## config.mk

```make
export PLATFORM = sky130hd
export DESIGN_NAME = mc_control_fsm
export DESIGN_NICKNAME = d
export VERILOG_FILES = /design/src/rtl/mc_control_fsm.sv
export SDC_FILE = /design/constraint.sdc
export NUM_CORES = 1
export LEC_CHECK = 0
export ABC_AREA = 1
export CORE_MARGIN = 2
export CORE_UTILIZATION = 37
export DETAILED_ROUTE_END_ITERATION = 6
export GPL_ROUTABILITY_DRIVEN = 0
export PLACE_DENSITY = 0.87
export RECOVER_POWER = 100
export SYNTH_ARGS = -nofsm -noshare
export SYNTH_HDL_FRONTEND = slang
export SYNTH_SLANG_ARGS = --single-unit
```

## constraint.sdc

```tcl
create_clock -name clk -period 1.9 [get_ports clk]
set_input_delay 0.38 -clock clk [delete_from_list [all_inputs] [get_ports clk]]
set_output_delay 0.38 -clock clk [all_outputs]
set_load 0.02 [all_outputs]
```

## src/rtl/mc_control_fsm.sv

```systemverilog
// Main control FSM for the multi-cycle MIPS core: sequences fetch, decode,
// execute, memory and writeback, and drives every datapath enable and select.
module mc_control_fsm (
  input  logic       clk,
  input  logic       reset,
  input  logic [5:0] op,
  input  logic [5:0] funct,
  input  logic       zero,
  output logic       pcen,
  output logic       irwrite,
  output logic       regwrite,
  output logic       memwrite,
  output logic       alusrca,
  output logic       iord,
  output logic       memtoreg,
  output logic       regdst,
  output logic [1:0] alusrcb,
  output logic [1:0] pcsrc,
  output logic [2:0] alucontrol,
  output logic [3:0] state
);

  localparam int unsigned OP_W    = 6;
  localparam int unsigned STATE_W = 4;

  localparam logic [OP_W-1:0] OP_RTYPE = 6'b000000;
  localparam logic [OP_W-1:0] OP_LW    = 6'b100011;
  localparam logic [OP_W-1:0] OP_SW    = 6'b101011;
  localparam logic [OP_W-1:0] OP_BEQ   = 6'b000100;
  localparam logic [OP_W-1:0] OP_ADDI  = 6'b001000;
  localparam logic [OP_W-1:0] OP_J     = 6'b000010;

  typedef enum logic [STATE_W-1:0] {
    S_FETCH    = 4'd0,
    S_DECODE   = 4'd1,
    S_MEMADR   = 4'd2,
    S_MEMRD    = 4'd3,
    S_MEMWB    = 4'd4,
    S_MEMWR    = 4'd5,
    S_EXECUTE  = 4'd6,
    S_ALUWB    = 4'd7,
    S_BRANCH   = 4'd8,
    S_ADDIEXEC = 4'd9,
    S_ADDIWB   = 4'd10,
    S_JUMP     = 4'd11
  } state_t;

  state_t      r_state;
  state_t      w_next;
  logic        w_pcwrite;
  logic        w_branch;
  logic [1:0]  w_aluop;

  // State register with synchronous active-low reset into FETCH.
  always_ff @(posedge clk) begin
    if (!reset) begin
      r_state <= S_FETCH;
    end else begin
      r_state <= w_next;
    end
  end

  // Next-state and Moore output decode; aluop 11 marks an illegal state so
  // that alucontrol also reads zero there.
  always_comb begin
    w_next    = S_FETCH;
    w_pcwrite = 1'b0;
    w_branch  = 1'b0;
    w_aluop   = 2'b00;
    irwrite   = 1'b0;
    regwrite  = 1'b0;
    memwrite  = 1'b0;
    alusrca   = 1'b0;
    iord      = 1'b0;
    memtoreg  = 1'b0;
    regdst    = 1'b0;
    alusrcb   = 2'b00;
    pcsrc     = 2'b00;
    case (r_state)
      S_FETCH: begin
        alusrcb   = 2'b01;
        irwrite   = 1'b1;
        w_pcwrite = 1'b1;
        w_next    = S_DECODE;
      end
      S_DECODE: begin
        alusrcb = 2'b11;
        case (op)
          OP_LW, OP_SW: w_next = S_MEMADR;
          OP_RTYPE:     w_next = S_EXECUTE;
          OP_BEQ:       w_next = S_BRANCH;
          OP_ADDI:      w_next = S_ADDIEXEC;
          OP_J:         w_next = S_JUMP;
          default:      w_next = S_FETCH;
        endcase
      end
      S_MEMADR: begin
        alusrca = 1'b1;
        alusrcb = 2'b10;
        w_next  = (op == OP_SW) ? S_MEMWR : S_MEMRD;
      end
      S_MEMRD: begin
        iord   = 1'b1;
        w_next = S_MEMWB;
      end
      S_MEMWB: begin
        memtoreg = 1'b1;
        regwrite = 1'b1;
      end
      S_MEMWR: begin
        iord     = 1'b1;
        memwrite = 1'b1;
      end
      S_EXECUTE: begin
        alusrca = 1'b1;
        w_aluop = 2'b10;
        w_next  = S_ALUWB;
      end
      S_ALUWB: begin
        regdst   = 1'b1;
        regwrite = 1'b1;
      end
      S_BRANCH: begin
        alusrca  = 1'b1;
        w_aluop  = 2'b01;
        pcsrc    = 2'b01;
        w_branch = 1'b1;
      end
      S_ADDIEXEC: begin
        alusrca = 1'b1;
        alusrcb = 2'b10;
        w_next  = S_ADDIWB;
      end
      S_ADDIWB: begin
        regwrite = 1'b1;
      end
      S_JUMP: begin
        pcsrc     = 2'b10;
        w_pcwrite = 1'b1;
      end
      default: begin
        w_aluop = 2'b11;
      end
    endcase
  end

  // ALU operation decode from aluop and the R-type function field.
  always_comb begin
    alucontrol = 3'b000;
    case (w_aluop)
      2'b00: alucontrol = 3'b010;
      2'b01: alucontrol = 3'b110;
      2'b10: begin
        case (funct)
          6'b100000: alucontrol = 3'b010;
          6'b100010: alucontrol = 3'b110;
          6'b100100: alucontrol = 3'b000;
          6'b100101: alucontrol = 3'b001;
          6'b101010: alucontrol = 3'b111;
          default:   alucontrol = 3'b000;
        endcase
      end
      default: alucontrol = 3'b000;
    endcase
  end

  // PC enable: unconditional write or taken branch, zero is live.
  assign pcen  = w_pcwrite | (w_branch & zero);
  assign state = STATE_W'(r_state);

endmodule

```

==> metrics.md <==
| Metric | Value |
|---|---|
| Endpoints failing setup | 0 |
| Initial antenna violation count | 0 |
| DRT antenna net count | 0 |
| Worst skew pair latency | 0.23 ns |
| Outcome | finished, final reports clean |
| DR WL/cell | 12.3 um |
| Post-CTS setup buffers | 0 |
| Detailed Routing Iterations Pass 1 | 4 |
| Share of post-route cells with drive strength above 1 | 18.8% |
| Worst path required time | 1.52 ns |
| Commonest non-fill, non-tap cells in the layout | nor2_1, nand2_1, inv_1 |
| Worst-margin pin slew | 0.304 ns |
| Final Slew Violations | 0 |
| Crit path max fanout | 3 |
| CTS max path bufs | 2 |
| Most common cell after layout, fill and taps aside | nor2_1 |
| Synthesized cell area | 502 um^2 |
| Peak VDD IR | 0.407 mV |
| HP Class | input port to flop |
| Largest net degree at the start of global routing | 7 |
| CTS tree | done |
| Row count | 13 |
| Nets | 166 |
| Count of cell types in the netlist | 14 |
| Die Span X | 40.8 um |
| Ys Warns | 0 |
| Core area | 0.00128 mm^2 |
| Sink Count | 4 |
| Metal-1 WL | 754 um |
| Synthesized area per cell | 4.97 um^2 |
| GRT overflow | 0 |
| Relative slew margins | 79.7% |
| MaxCap Viol Count | 0 |
| WL met2 | 1.15 mm |
| Worst clock skew | 0.000891 ns |
| Maximum clock rate | 534 MHz |
| Die area | 0.00167 mm^2 |
| Dpl hpwl | 1.58 mm |
| Htree depth | 1 |
| Count of final hold-check violations | 0 |
| Clock slew at reported path FFs | 0.03 ns |
| # DRC | 0 |
| Vias in the first global route | 762 |
| Initial core utilization | 39.0% |
| Syn_nets | 116 |
| Flip-flop count of the largest register after layout | 4 |
| First-pass GRT wire length | 2.79 mm |
| Syn-to-layout area delta | 89.8% |
| Worst EP arrival | 1.49 ns |
| 1st-iter DRT viols | 13 |
| Leak | 0.000526 uW |
| Period utilisation layout | 98.5% |
| Io pins | 34 |
| CP Class | input port to primary output |
| Buffers on Ports | 33 |
| Vias | 804 |
| Fin area | 952 um^2 |
| Met3 routed WL | 114 um |
| PD cells | 345 mW/mm^2 |
| Die Y | 40.8 um |
| Vias per std cell | 4.90 |
| Detailed Route WL | 2.02 mm |
| All-layer global routing usage | 24.0% |
| Post-DP Area | 941 um^2 |
| Seq/Total Area, Yosys | 16.0% |
| Power, Total | 328 uW |
| Syn Inst Count | 101 |
| Post-synthesis register bit count | 4 |
| Final Critical Period | 1.87 ns |
| Diode count | 0 |
| CP endpoint kind | primary output |
| Num CTS Buffers | 3 |
| Root Buffer | clkbuf_4 |
| Startpoint Class | input port |
| Highest routed metal layer | met3 |
## logic make-up (layout without fill, tap and decap cells)
group | Yosys count | in the layout | share of synthesized area, %
AO/OA/AOI/OAI | 11 | 11 | 12.7
buffers and inverters | 19 | 67 | 14.2
flip-flops | 4 | 4 | 16.0
AND/OR/NAND/NOR | 67 | 67 | 57.1
## per-layer routing
layer / GRT usage (%) / up-vias
met1: 22.4 / 365
met3: 2.72 / 0
met4: 5.83 / 0
li1: - / 412
met2: 52.0 / 27
met5: 0 / -
## worst paths after layout
kind / from / end / slack [ns] / depth (start not counted)
max reg2reg: state[1]$_SDFF_PN0_ / state[1]$_SDFF_PN0_ / 0.60 / 8
min reg2reg: state[0]$_SDFF_PN0_ / state[3]$_SDFF_PN0_ / 0.79 / 6
min: reset / state[2]$_SDFF_PN0_ / 0.73 / 3
max: funct[0] / alucontrol[2] / 0.03 / 5
## area by class of cell
| cell class | count | area (um^2) |
|---|---|---|
| Timing Repair Buffer | 45 | 392 |
| Sequential cell | 4 | 80.1 |
| Multi-Input combinational cell | 78 | 368 |
| Inverter | 19 | 71.3 |
| Fill cell | 125 | 333 |
| Clock buffer | 3 | 22.5 |
| Tap cell | 15 | 18.8 |
## report_power, final
part,switching (uW),total (uW),leakage [uW],internal [uW]
logic,72.0,135,0.000480,63.1
registers,3.79,91.2,0.0000326,87.4
clock network,31.6,102,0.0000138,70.4
## per-stage QoR
stage	cells	hold slack, ns	setup TNS (ns)	setup WS (ns)	utilization, %
after floorplan	101	0.478	0	0.123	-
after global placement	161	0.755	-1.26	-0.422	73.2
after detailed placement	161	0.788	-1.51	-0.495	73.2
after CTS	164	0.736	0	0.00351	73.0
after global routing	164	0.752	-0.0352	-0.0143	74.1
final	164	0.730	0	0.0277	74.1
## cell usage after synthesis
cell / n / area (um^2)
nand2_1: 20 / 75.1
a21boi_0: 1 / 7.51
nand3_1: 9 / 45.0
inv_2: 2 / 7.51
a31o_2: 1 / 8.76
a21oi_1: 4 / 20.0
nand3b_1: 3 / 22.5
o21ai_0: 3 / 15.0
o22ai_1: 2 / 12.5
nor2_1: 30 / 113
nor2_2: 3 / 18.8
dfxtp_1: 4 / 80.1
inv_1: 17 / 63.8
nand2_2: 2 / 12.5
## worst max-delay path, stage by stage
cell	delay (ns)
clkdlybuf4s50_1	0.53
nor2_2	0.07
buf_4	0.13
a31o_2	0.23
buf_2	0.15
## repair_timing
item / CTS / global route
hold buffers: 0 / 0
resized for setup: 27 / 18
endpoints found under the setup margin: 15 / 5
endpoints found under the hold margin: 0 / 0
pin swaps: 0 / 3
(Power assumes the default switching activity.)
